## config.mk

```make
export PLATFORM = sky130hd
export DESIGN_NAME = svo_sync_inserter
export DESIGN_NICKNAME = d
export VERILOG_FILES = /design/src/rtl/svo_pkg.sv /design/src/rtl/svo_raster_counter.sv /design/src/rtl/svo_sync_inserter.sv
export SDC_FILE = /design/constraint.sdc
export NUM_CORES = 1
export LEC_CHECK = 0
export BUFFER_PORTS_ARGS = -buffer_cell sky130_fd_sc_hd__buf_2
export CAP_MARGIN = 0
export CORE_ASPECT_RATIO = 1.25
export CORE_MARGIN = 2
export CORE_UTILIZATION = 39
export CTS_CLUSTER_SIZE = 20
export DETAILED_ROUTE_END_ITERATION = 10
export SLEW_MARGIN = 20
export SYNTH_ARGS = -nofsm -noshare
export SYNTH_HDL_FRONTEND = slang
export SYNTH_HIERARCHICAL = 1
export SYNTH_SLANG_ARGS = --single-unit
```

## constraint.sdc

```tcl
create_clock -name clk -period 3.4 [get_ports clk]
set_clock_uncertainty 0.2 [all_clocks]
set_input_delay 0.51 -clock clk [delete_from_list [all_inputs] [get_ports clk]]
set_output_delay 0.51 -clock clk [all_outputs]
set_load 0.01 [all_outputs]
```

## src/rtl/svo_pkg.sv

```systemverilog
// Shared types and constants for the SVO video pipeline stages.
package svo_pkg;

  // Bit positions inside the 4-bit output tuser.
  localparam int unsigned TUSER_HSYNC  = 0;
  localparam int unsigned TUSER_VSYNC  = 1;
  localparam int unsigned TUSER_BLANK  = 2;
  localparam int unsigned TUSER_FSTART = 3;
  localparam int unsigned TUSER_W      = 4;

  typedef enum logic [1:0] {
    SEEK,
    RUN,
    FLUSH
  } svo_state_t;

  // Derived raster timing; sync windows are [start, end).
  typedef struct packed {
    int unsigned h_total;
    int unsigned h_sync_start;
    int unsigned h_sync_end;
    int unsigned v_total;
    int unsigned v_sync_start;
    int unsigned v_sync_end;
  } svo_timing_t;

  function automatic svo_timing_t svo_timing(
    input int unsigned hp, input int unsigned hfp, input int unsigned hs, input int unsigned hbp,
    input int unsigned vp, input int unsigned vfp, input int unsigned vs, input int unsigned vbp
  );
    svo_timing_t t;
    t.h_total      = hp + hfp + hs + hbp;
    t.h_sync_start = hp + hfp;
    t.h_sync_end   = hp + hfp + hs;
    t.v_total      = vp + vfp + vs + vbp;
    t.v_sync_start = vp + vfp;
    t.v_sync_end   = vp + vfp + vs;
    return t;
  endfunction

endpackage

```

## src/rtl/svo_raster_counter.sv

```systemverilog
// Raster position counter with sync/blank/frame-start decode of the current position.
module svo_raster_counter
  import svo_pkg::*;
#(
  parameter int unsigned HOR_PIXELS      = 640,
  parameter int unsigned HOR_FRONT_PORCH = 16,
  parameter int unsigned HOR_SYNC        = 96,
  parameter int unsigned HOR_BACK_PORCH  = 48,
  parameter int unsigned VER_PIXELS      = 480,
  parameter int unsigned VER_FRONT_PORCH = 10,
  parameter int unsigned VER_SYNC        = 2,
  parameter int unsigned VER_BACK_PORCH  = 33,
  parameter bit          HSYNC_POL       = 1'b0,
  parameter bit          VSYNC_POL       = 1'b0
) (
  input  logic clk,
  input  logic resetn,
  input  logic en,
  input  logic clr,
  output logic hsync_c,
  output logic vsync_c,
  output logic blank_c,
  output logic fstart_c,
  output logic last_c
);

  localparam svo_timing_t TIM = svo_timing(HOR_PIXELS, HOR_FRONT_PORCH, HOR_SYNC, HOR_BACK_PORCH,
                                           VER_PIXELS, VER_FRONT_PORCH, VER_SYNC, VER_BACK_PORCH);
  localparam int unsigned HW = $clog2(TIM.h_total);
  localparam int unsigned VW = $clog2(TIM.v_total);

  localparam logic [HW-1:0] H_LAST = HW'(TIM.h_total - 1);
  localparam logic [HW-1:0] H_ACT  = HW'(HOR_PIXELS);
  localparam logic [HW-1:0] H_SS   = HW'(TIM.h_sync_start);
  localparam logic [HW-1:0] H_SE   = HW'(TIM.h_sync_end);
  localparam logic [VW-1:0] V_LAST = VW'(TIM.v_total - 1);
  localparam logic [VW-1:0] V_ACT  = VW'(VER_PIXELS);
  localparam logic [VW-1:0] V_SS   = VW'(TIM.v_sync_start);
  localparam logic [VW-1:0] V_SE   = VW'(TIM.v_sync_end);

  logic [HW-1:0] hcnt;
  logic [VW-1:0] vcnt;

  // Position advances one beat per enable; clear forces the frame origin.
  always_ff @(posedge clk) begin
    if (!resetn || clr) begin
      hcnt <= '0;
      vcnt <= '0;
    end else if (en) begin
      if (hcnt == H_LAST) begin
        hcnt <= '0;
        vcnt <= (vcnt == V_LAST) ? '0 : vcnt + VW'(1);
      end else begin
        hcnt <= hcnt + HW'(1);
      end
    end
  end

  // Flag decode for the beat at the current position.
  always_comb begin
    blank_c  = !((hcnt < H_ACT) && (vcnt < V_ACT));
    hsync_c  = ((hcnt >= H_SS) && (hcnt < H_SE)) ? HSYNC_POL : !HSYNC_POL;
    vsync_c  = ((vcnt >= V_SS) && (vcnt < V_SE)) ? VSYNC_POL : !VSYNC_POL;
    fstart_c = (hcnt == '0) && (vcnt == '0);
    last_c   = (hcnt == H_LAST) && (vcnt == V_LAST);
  end

endmodule

```

## src/rtl/svo_sync_inserter.sv

```systemverilog
// Expands an active-pixel stream into a full raster with generated blanking and sync flags.
module svo_sync_inserter
  import svo_pkg::*;
#(
  parameter int unsigned HOR_PIXELS      = 640,
  parameter int unsigned HOR_FRONT_PORCH = 16,
  parameter int unsigned HOR_SYNC        = 96,
  parameter int unsigned HOR_BACK_PORCH  = 48,
  parameter int unsigned VER_PIXELS      = 480,
  parameter int unsigned VER_FRONT_PORCH = 10,
  parameter int unsigned VER_SYNC        = 2,
  parameter int unsigned VER_BACK_PORCH  = 33,
  parameter int unsigned BITS_PER_PIXEL  = 24,
  parameter bit          HSYNC_POL       = 1'b0,
  parameter bit          VSYNC_POL       = 1'b0
) (
  input  logic                      clk,
  input  logic                      resetn,
  input  logic                      in_axis_tvalid,
  output logic                      in_axis_tready,
  input  logic [BITS_PER_PIXEL-1:0] in_axis_tdata,
  input  logic [0:0]                in_axis_tuser,
  output logic                      out_axis_tvalid,
  input  logic                      out_axis_tready,
  output logic [BITS_PER_PIXEL-1:0] out_axis_tdata,
  output logic [TUSER_W-1:0]        out_axis_tuser,
  output logic                      resync
);

  svo_state_t                state, state_n;
  logic                      advance_c, in_ready_c, cnt_en_c, seek_c;
  logic                      tvalid_n, resync_n;
  logic [BITS_PER_PIXEL-1:0] tdata_n;
  logic [TUSER_W-1:0]        tuser_n;
  logic                      hsync_c, vsync_c, blank_c, fstart_c, last_c;

  svo_raster_counter #(
    .HOR_PIXELS     (HOR_PIXELS),
    .HOR_FRONT_PORCH(HOR_FRONT_PORCH),
    .HOR_SYNC       (HOR_SYNC),
    .HOR_BACK_PORCH (HOR_BACK_PORCH),
    .VER_PIXELS     (VER_PIXELS),
    .VER_FRONT_PORCH(VER_FRONT_PORCH),
    .VER_SYNC       (VER_SYNC),
    .VER_BACK_PORCH (VER_BACK_PORCH),
    .HSYNC_POL      (HSYNC_POL),
    .VSYNC_POL      (VSYNC_POL)
  ) u_raster (
    .clk     (clk),
    .resetn  (resetn),
    .en      (cnt_en_c),
    .clr     (seek_c),
    .hsync_c (hsync_c),
    .vsync_c (vsync_c),
    .blank_c (blank_c),
    .fstart_c(fstart_c),
    .last_c  (last_c)
  );

  // Counter sits at the frame origin while hunting for SOF.
  assign seek_c = (state == SEEK);

  // Input is never accepted while reset is held, whatever the stale state says.
  assign in_axis_tready = resetn && in_ready_c;

  // FSM state register.
  always_ff @(posedge clk) begin
    if (!resetn) begin
      state <= SEEK;
    end else begin
      state <= state_n;
    end
  end

  // Next state, input ready and next output beat for the current raster position.
  always_comb begin
    advance_c  = !out_axis_tvalid || out_axis_tready;
    state_n    = state;
    in_ready_c = 1'b0;
    cnt_en_c   = 1'b0;
    tvalid_n   = 1'b0;
    resync_n   = 1'b0;
    tdata_n    = '0;
    tuser_n    = '0;
    tuser_n[TUSER_HSYNC]  = hsync_c;
    tuser_n[TUSER_VSYNC]  = vsync_c;
    tuser_n[TUSER_BLANK]  = blank_c;
    tuser_n[TUSER_FSTART] = fstart_c;
    case (state)
      SEEK: begin
        // Drop everything up to SOF; leave SOF at the head for RUN to take.
        in_ready_c = !in_axis_tuser[0];
        if (in_axis_tvalid && in_axis_tuser[0]) begin
          state_n = RUN;
        end
      end
      RUN: begin
        if (!blank_c) begin
          in_ready_c = advance_c;
          if (in_axis_tvalid && advance_c) begin
            tvalid_n = 1'b1;
            cnt_en_c = 1'b1;
            tdata_n  = in_axis_tdata;
            // SOF must coincide with the origin; otherwise blank out the frame.
            if (in_axis_tuser[0] != fstart_c) begin
              resync_n = 1'b1;
              state_n  = FLUSH;
              if (fstart_c) begin
                tdata_n = '0;
              end
            end
          end
        end else if (advance_c) begin
          tvalid_n = 1'b1;
          cnt_en_c = 1'b1;
        end
      end
      FLUSH: begin
        if (advance_c) begin
          tvalid_n = 1'b1;
          cnt_en_c = 1'b1;
          if (last_c) begin
            state_n = SEEK;
          end
        end
      end
      default: state_n = SEEK;
    endcase
  end

  // Output beat register; holds while the downstream stalls a valid beat.
  always_ff @(posedge clk) begin
    if (!resetn) begin
      out_axis_tvalid <= 1'b0;
      out_axis_tdata  <= '0;
      out_axis_tuser  <= '0;
      resync          <= 1'b0;
    end else begin
      resync <= resync_n;
      if (advance_c) begin
        out_axis_tvalid <= tvalid_n;
        out_axis_tdata  <= tdata_n;
        out_axis_tuser  <= tuser_n;
      end
    end
  end

endmodule

```

## Yosys cells after proc, flatten, opt, wreduce, memory -nomap -nowiden

Cells that the tools add are included.

| storage, ports and cells | value |
|---|---|
| register bits after elaboration | 52 |

| operators by class | value |
|---|---|
| mux-type cells | 25 |
| reductions and logical operators | 20 |
| add/sub/neg operators | 2 |
| order comparisons | 6 |
| equality and inequality tests | 11 |

Operators with widths:

| cell | number |
|---|---|
| 24-bit two-way mux | 5 |
| 10-bit by 1-bit adder with 10-bit output, second input constant | 2 |
| 10-bit equality test, second input constant | 2 |
| 10-bit logical NOT | 2 |
| 10-bit less-than comparator, second input constant | 2 |
| 10-bit by 9-bit less-than comparator with 1-bit output, second input constant | 2 |
| 10-bit two-way mux | 2 |
| 2-bit two-way mux | 6 |
| 2-bit != test, second input constant | 6 |
| 10-bit greater-or-equal comparator, second input constant | 1 |
| 10-bit by 9-bit greater-or-equal comparator with 1-bit output, second input constant | 1 |
| 1-bit logical AND | 8 |
| 1-bit two-way mux | 8 |
| 1-bit one-hot mux with 2 select lines | 3 |
| 2-bit one-hot mux with 3 select lines | 1 |
| 6-bit AND reduction | 1 |
| 1-bit logical NOT | 4 |
| 4-bit AND reduction | 1 |
| 2-bit by 1-bit equality test with 1-bit output, second input constant | 1 |
| 2-bit equality test, second input constant | 1 |
| 2-bit logical NOT | 1 |
| 1-bit logical OR | 2 |
| 2-bit AND reduction | 1 |
| 1-bit != test | 1 |

## Longest topological paths before layout

Gate-level depths: netlist of the first run.

| logic depth | value |
|---|---|
| depth after elaboration | 7 |
| mapped depth | 11 |
| gate-level depth less buffers | 9 |

## Hierarchy

The synthesis of the first run kept the hierarchy.

Modules (own cells, without submodules):

| module | instances | cells an instance | sequential area each (sq um) | area each (sq um) |
|---|---|---|---|---|
| svo_sync_inserter | 1 | 164 | 640.6 | 1371.3 |
| svo_raster_counter | 1 | 137 | 400.4 | 1128.6 |

## Worst setup path after synthesis of the first run

OpenSTA, ideal clock, no wires.

| timing | value |
|---|---|
| path type | input-to-reg |
| start point | input out_axis_tready |
| end point | register u_raster.vcnt[7] |
| setup time | 72 ps |
| required time | 3128 ps |
| stages | 8 |
| arrival time | 2536 ps |
| buffers on the path | 1 |
| setup slack | 591 ps |
| cells stage by stage | nand2b_1 -> clkbuf_1 -> nand2_1 -> nor2_1 -> nand4_2 -> or4_4 -> or3_1 -> a21oi_1 |

| on the way | value |
|---|---|
| cells in the longest elaborated chain, start to end | 6 |
| elaborated cells on any way between the ends | 7 |
| those cells by class | mux: 4; reduce/logical: 3 |

Ends and longest elaborated chain:

| item | RTL line | source |
|---|---|---|
| from (decl) | svo_sync_inserter.sv:24 | `input logic out_axis_tready,` |
| 1-bit logical OR * | svo_sync_inserter.sv:77 | `advance_c = !out_axis_tvalid \|\| out_axis_tready;` |
| 1-bit logical AND | svo_sync_inserter.sv:100 | `if (in_axis_tvalid && advance_c) begin` |
| 1-bit two-way mux | svo_sync_inserter.sv:100 |  |
| 1-bit two-way mux | svo_sync_inserter.sv:98 | `if (!blank_c) begin` |
| 1-bit one-hot mux with 2 select lines * | svo_sync_inserter.sv:89 | `case (state)` |
| named net cnt_en_c | svo_sync_inserter.sv:31 | `logic advance_c, in_ready_c, cnt_en_c, seek_c;` |
| 2-bit AND reduction (no line) * | -- |  |
| to (signal assigned) | svo_raster_counter.sv:52 | `vcnt <= (vcnt == V_LAST) ? '0 : vcnt + VW'(1);` |
| to (decl) | svo_raster_counter.sv:42 | `logic [VW-1:0] vcnt;` |

Mark *: on every way through the listed nets, which the timed path passes. The rest lies on a longest branch.
A chain may end at the register's enable or synchronous reset.

## Worst setup path after layout of the first run

| timing | value |
|---|---|
| start point | register u_raster.vcnt[5] |
| end point | register u_raster.vcnt[2] |

| on the way | value |
|---|---|
| cells in the longest elaborated chain, start to end | 5 |
| elaborated cells on any way between the ends | 7 |
| those cells by class | order compare: 1; eq/ne: 1; mux: 3; reduce/logical: 2 |

Ends and longest elaborated chain:

| item | RTL line | source |
|---|---|---|
| 10-bit by 9-bit less-than comparator with 1-bit output | svo_raster_counter.sv:61 | `blank_c = !((hcnt < H_ACT) && (vcnt < V_ACT));` |
| 1-bit logical AND | svo_raster_counter.sv:61 |  |
| 1-bit two-way mux | svo_sync_inserter.sv:98 |  |
| 1-bit one-hot mux with 2 select lines | svo_sync_inserter.sv:89 |  |
| named net cnt_en_c | svo_sync_inserter.sv:31 |  |
| 2-bit AND reduction (no line) | -- |  |

The timed path passes the listed nets, and every way through them passes these cells.

==> impl_metrics.yaml, run 1 <==
run_status:
  status: "complete, no violations"
global_routing:
  grt_pass1_wl_um: 9804
  grt_pass1_vias: 2240
  grt_max_degree: 38
  grt_overflow_total: 0
  track_usage_pct: 17.59
  grt_antenna_before_repair: 0
clock_tree:
  clockBufferDepth: 2
  cts.htree.levels: 2
  cts_hold_buf: 0
  cts_setup_buffers: 0
  clk_pin_slew_ns: 0.09
  cts_sinks: 52
  insertion_delay_ns: 0.30
  cts_tree: "built"
  cts_root_buffer: "clkbuf_8"
  cts_resized: 0
  cts_buffers: 5
logic_synthesis:
  synth_flop_cell: "dfxtp_1"
  synth_cells: 301
  synth-seq-area-share_pct: 41.64
  syn_area_sq_um: 2500
  synth_edf_count: 0
  ys_top_cells_by_count: "dfxtp_1, nand2_1, nand3_1"
  async_flop_share_pct: 0
  yosys-top-cells-area: "dfxtp_1, a21boi_1, nand2_1"
  synth.most_common_cell: "dfxtp_1"
  avgSynthCellArea_sq_um: 8.305
  synth_seq_cells: 52
  syn-num-nets: 338
  synth_largest_area_cell: "dfxtp_1"
  synth_cell_type_count: 42
  yosys.area.top_type_share_pct: 41.64
  yosysWarnings: 6
cells_and_area:
  nets: 390
  drive_gt1_share_pct: 22.32
  syn_to_final_growth_pct: 18.67
  insertedDiodeCount: 0
  finalInstanceArea_sq_um: 2967
  instances_no_fill: 439
timing:
  max_freq_mhz: 339.4
  hold_viol_final: 0
  holdWs_ns: 0.2441
  min_period_over_period_pct: 86.65
  setup_tns_ns: 0
  min_period_ns: 2.946
  finalSetupViolCount: 0
  rsz0062_at_grt: "no"
  finalMaxSlewViolations: 0
  max_slew_margin_pct: 42.95
  worstMarginPinSlew_ns: 0.8557
min_path:
  min_path_type: "input pin to flop"
  min_path_cells: 3
  hp-start: "in_axis_tdata[1]"
  hold_end: "out_axis_tdata[1]$_SDFFE_PN0P_"
critical_path:
  cp-start-kind: "flop"
  cp_max_fo: 10
  r2r_cells: 10
  timing.rr.start: "u_raster/vcnt[5]$_SDFFE_PP0P_"
  path_common_cell: "nor2_1"
  worst-path-buf-inv: 1
  max_stage_delay_ns: 0.49
  cp-end-kind: "flop"
  rr_endpoint: "u_raster/vcnt[2]$_SDFFE_PP0P_"
  crit_family: "simple AND/OR/NAND/NOR gates"
  cp_slowest_cell: "o21ai_1"
  cp_cell_sequence: "nand4_1 -> nand3b_1 -> a21o_1 -> a21oi_1 -> nor2_1 -> buf_4 -> nand4_2 -> or3_4 -> o21ai_1 -> nor2_1"
  arrival_ns: 2.92
  r2r_slack_ns: 0.45
  critPathKind: "flop to flop"
  required_ns: 3.38
  cp.depth: 10
power:
  max-vdd-ir-drop_mv: 0.2601
  intPower_w: 0.0009720
  seqPwrFrac_pct: 48.1
  power_density_nw_per_um2: 452.2
  p_comb_share_pct: 18.3
  leakagePower_nw: 1.193
  clockPowerShare_pct: 33.5
  switching_share_pct: 27.54
  power.switching_w: 0.0003694
floorplan:
  core_sq_um: 6206
  die_w_um: 75.61
  die-area_sq_um: 7071
  ios: 60
  start_util_pct: 40.28
  die_h_um: 93.52
  rows: 32
run:
  max-cap-violations: 0
detailed_routing:
  routedWlPerCell_um: 12.89
  vias_per_cell: 5.134
  routed_wl_um: 5658
  dr_total_vias: 2254
  route.detailed.drc: 0
  postRouteAntennaNets: 0
  drtIter0Drc: 156
  drt_pass1_iterations: 4
placed_design:
  placedCellCount: 431
  portBuffers: 59
  place.gp.congestion: 0.8836
  dpl.hpwl_um: 4109
  post_dp_cell_area_sq_um: 2845
[tightest hold or removal path: stages]
cell	delay (ns)
buf_2	0.09
nand3_1	0.05
a21boi_1	0.05
[worst max path at each step]
| stage | start | endpoint | slack, ns |
|---|---|---|---|
| 6_report | u_raster/vcnt[5]$_SDFFE_PP0P_ | u_raster/vcnt[2]$_SDFFE_PP0P_ | 0.45 |
| 5_1_grt | u_raster/vcnt[5]$_SDFFE_PP0P_ | u_raster/vcnt[2]$_SDFFE_PP0P_ | 0.12 |
| 4_1_cts | u_raster/vcnt[5]$_SDFFE_PP0P_ | u_raster/vcnt[2]$_SDFFE_PP0P_ | 0.46 |
| 3_5_place_dp | out_axis_tready | u_raster/vcnt[2]$_SDFFE_PP0P_ | 0.41 |
| 3_3_place_gp | out_axis_tready | u_raster/vcnt[4]$_SDFFE_PP0P_ | 0.46 |
| 2_1_floorplan | out_axis_tready | u_raster/vcnt[7]$_SDFFE_PP0P_ | 0.59 |
[placed cells by master (no fill, tap or decap), types with 2 or more instances in the layout]
cell and instances:
o21ai_0 3, clkbuf_8 6, nor4_1 6, nand4_1 7, or4_4 2, ha_1 8, nor2b_1 3, nand3_1 35
nand2_1 51, buf_4 3, xor2_1 6, xnor2_1 9, a21boi_1 30, inv_1 9, a21o_1 2, nand2b_1 5
nor3_1 3, or3_1 4, nor2_1 22, buf_2 59, a21oi_1 5, dfxtp_1 52, o31ai_1 2, and3_1 3
mux2i_1 2
[final cells by class]
type                            instances  area (sq um)
Sequential cell                        52          1041
Multi-Input combinational cell        223          1346
Clock buffer                            6         82.58
Tap cell                               85         106.4
Inverter                                9         33.78
Fill cell                             621          3239
Clock inverter                          2         38.79
Timing Repair Buffer                   62         317.8
[cell families after synthesis]
logic type	after synthesis	synth area share (%)
multiplexers	2	0.8008
adder cells (fa/ha/maj)	8	4.004
XOR/XNOR	15	5.255
buffers and inverters	26	4.504
flip-flops	52	41.64
AO/OA/AOI/OAI	46	13.11
AND/OR/NAND/NOR	152	30.68
[metrics by stage]
stage	setup slack, ns	total power [W]	utilization [%]
final	0.4538	0.001341	47.80
after global routing	0.1179	0.001413	47.80
after CTS	0.4561	0.001361	47.80
after detailed placement	0.4066	0.0009090	45.85
after global placement	0.4634	0.0009075	45.85
after floorplan	0.5913	0.0008298	-
[routing by layer]
layer	wire length [um]	vias up	track usage, %
met5	0	-	0
met4	201	0	8.187
met3	265	18	3.556
met2	2688	70	29.06
met1	2503	1034	21.40
li1	-	1132	-
[power by group through the flow]
stage | registers, W | clock network [W] | logic [W]
3_3_place_gp | 0.000659 | 0 | 0.000248
6_report | 0.000646 | 0.000450 | 0.000246
3_5_place_dp | 0.000661 | 0 | 0.000248
5_1_grt | 0.000649 | 0.000482 | 0.000281
4_1_cts | 0.000647 | 0.000465 | 0.000249
2_1_floorplan | 0.000665 | 0 | 0.000164
[registers in the layout, indices dropped and copies added (netlist names)]
signal / count
out_axis_tdata: 24
u_raster/hcnt: 10
u_raster/vcnt: 10
out_axis_tuser: 4
state: 2
out_axis_tvalid: 1
resync: 1
Note: power is estimated with default switching activity, not from simulation.
==> inputs of run 2 (changes only) <==
ABC_AREA = 1   (was default)
==> run 2 against run 1 <==
Compared with the run above: synthesized cell count increased by 19%; critical path depth is 6 higher; clock power shrank 16%; fmax grew 6.7%; highest routed layer unchanged.
==> impl_metrics.yaml, run 2 <==
run_status:
  status: "complete, no violations"
floorplan:
  die-area_sq_um: 7733
  ios: 60
  die_h_um: 97.82
  core_sq_um: 6892
  start_util_pct: 39.85
  die_w_um: 79.06
  rows: 34
global_routing:
  grt_pass1_wl_um: 10740
  grt_pass1_vias: 2365
  grt_antenna_before_repair: 0
  grt_max_degree: 29
  track_usage_pct: 17.15
  grt_overflow_total: 0
detailed_routing:
  dr_total_vias: 2435
  route.detailed.drc: 0
  postRouteAntennaNets: 0
  routedWlPerCell_um: 12.34
  drtIter0Drc: 119
  vias_per_cell: 4.784
  drt_pass1_iterations: 4
  routed_wl_um: 6282
placed_design:
  place.gp.congestion: 0.8774
  portBuffers: 59
  placedCellCount: 501
  post_dp_cell_area_sq_um: 3077
  dpl.hpwl_um: 4628
  dp_worst_setup_slack_ns: 0.6487
power:
  clockPowerShare_pct: 26.8
  power.switching_w: 0.0004962
  max-vdd-ir-drop_mv: 0.2023
  power_density_nw_per_um2: 442.6
  seqPwrFrac_pct: 46.9
  p_comb_share_pct: 26.3
  switching_share_pct: 35.39
  leakagePower_nw: 1.284
  intPower_w: 0.0009060
logic_synthesis:
  synth_cell_type_count: 31
  yosys-top-cells-area: "dfxtp_1, nand2_1, nand3_2"
  ys_top_cells_by_count: "nand2_1, dfxtp_1, nor2_1"
  synth_cells: 359
  synth.most_common_cell: "nand2_1"
  avgSynthCellArea_sq_um: 7.650
  synth_edf_count: 0
  synth_flop_cell: "dfxtp_1"
  yosysWarnings: 6
  synth_seq_cells: 52
  yosys.area.top_type_share_pct: 37.90
  synth-seq-area-share_pct: 37.90
  synth_largest_area_cell: "dfxtp_1"
  syn-num-nets: 396
  syn_area_sq_um: 2746
  async_flop_share_pct: 0
cells_and_area:
  syn_to_final_growth_pct: 15.35
  multiInputGateArea_sq_um: 1449
  final-seq-area_sq_um: 1041
  finalInstanceArea_sq_um: 3168
  nets: 455
  instances_no_fill: 509
  top_register: "out_axis_tdata"
  largest_register_ffs: 24
  drive_gt1_share_pct: 30.31
  insertedDiodeCount: 0
  final_common_cell: "nand2_1"
  mostFrequentLayoutCells: "nand2_1, buf_2, dfxtp_1, nor2_1, inv_1"
  fillCellCount: 713
  top_regs: "out_axis_tdata: 24 flops, u_raster/hcnt: 10 flops, u_raster/vcnt: 10 flops"
critical_path:
  required_ns: 3.46
  critPathKind: "flop to flop"
  cp_max_fo: 9
  cp-end-kind: "flop"
  arrival_ns: 2.82
  cp-start-kind: "flop"
timing:
  rsz0062_at_grt: "no"
  finalMaxSlewViolations: 0
  setup_tns_ns: 0
  min_period_over_period_pct: 81.21
  hold_viol_final: 0
  finalSetupViolCount: 0
  min_period_ns: 2.761
  worstMarginPinSlew_ns: 0.5779
  max_freq_mhz: 362.2
  fin_ws_ns: 0.6388
  max_slew_margin_pct: 61.33
clock_tree:
  clk_pin_slew_ns: 0.10
  cts_setup_buffers: 0
  cts_sinks: 52
  cts_tree: "built"
  insertion_delay_ns: 0.31
  cts_buffers: 5
  cts_resized: 0
  cts_hold_buf: 0
  cts.htree.levels: 2
  cts_root_buffer: "clkbuf_8"
  clockBufferDepth: 2
min_path:
  min_path_type: "input pin to flop"
run:
  max-cap-violations: 0
run 2: path summary, 6_finish.rpt:
path                                    from                               to  slack [ns]  depth (start not counted)
max            u_raster/hcnt[9]$_SDFFE_PP0P_    u_raster/vcnt[4]$_SDFFE_PP0P_        0.64                         16
max reg2reg    u_raster/hcnt[9]$_SDFFE_PP0P_    u_raster/vcnt[4]$_SDFFE_PP0P_        0.64                         16
min                        in_axis_tdata[13]  out_axis_tdata[13]$_SDFFE_PN0P_        0.24                          3
min reg2reg  out_axis_tdata[23]$_SDFFE_PN0P_  out_axis_tdata[23]$_SDFFE_PN0P_        0.27                          2
run 2: power groups by stage:
| stage | clock network [W] | registers, W | logic (W) |
|---|---|---|---|
| 5_1_grt | 0.000415 | 0.000662 | 0.000416 |
| 6_report | 0.000376 | 0.000658 | 0.000368 |
| 4_1_cts | 0.000386 | 0.000658 | 0.000373 |
| 3_5_place_dp | 0 | 0.000671 | 0.000372 |
| 2_1_floorplan | 0 | 0.000677 | 0.000291 |
| 3_3_place_gp | 0 | 0.000671 | 0.000373 |
run 2: final cells by class:
class | instances | share of cell area [%]
Inverter | 41 | 4.937
Multi-Input combinational cell | 256 | 45.73
Clock inverter | 3 | 0.7109
Tap cell | 90 | 3.555
Sequential cell | 52 | 32.86
Clock buffer | 5 | 2.172
Timing Repair Buffer | 62 | 10.03
run 2: metal layers:
metal / up-vias / part of all wire [%] / GRT usage (%)
met5: - / 0 / 0
met4: 0 / 1.8 / 6.366
met3: 12 / 4.8 / 4.251
met2: 62 / 48 / 28.29
met1: 1086 / 45 / 21.52
li1: 1275 / - / -
run 2: stage by stage:
step / total power, W / hold WS (ns) / utilization (%)
floorplan: 0.0009686 / 0.2682 / -
global placement: 0.001044 / 0.2525 / 44.64
detailed placement: 0.001044 / 0.2559 / 44.64
CTS: 0.001417 / 0.2245 / 45.97
global route: 0.001494 / 0.2216 / 45.97
finish: 0.001402 / 0.2384 / 45.97
run 2: logic make-up after synthesis:
kind of cell	count (synthesis)	synth area share, %
flip-flops	52	37.90
AO/OA/AOI/OAI	51	12.35
XOR/XNOR	4	1.275
buffers and inverters	51	9.340
AND/OR/NAND/NOR	193	35.49
adder cells (fa/ha/maj)	8	3.645
run 2: worst max-delay path, stage by stage (launching register included):
cell	delay, ns
dfxtp_1	0.36
inv_1	0.08
nor3_1	0.25
nor3_1	0.09
o21ai_0	0.17
nand2_1	0.09
nand2_1	0.07
o21ai_1	0.08
nor2_1	0.46
nand2_2	0.15
nor2_2	0.15
nand2_2	0.09
nor2_4	0.20
nand3_1	0.10
nand2_1	0.07
inv_1	0.04
nor2_2	0.06
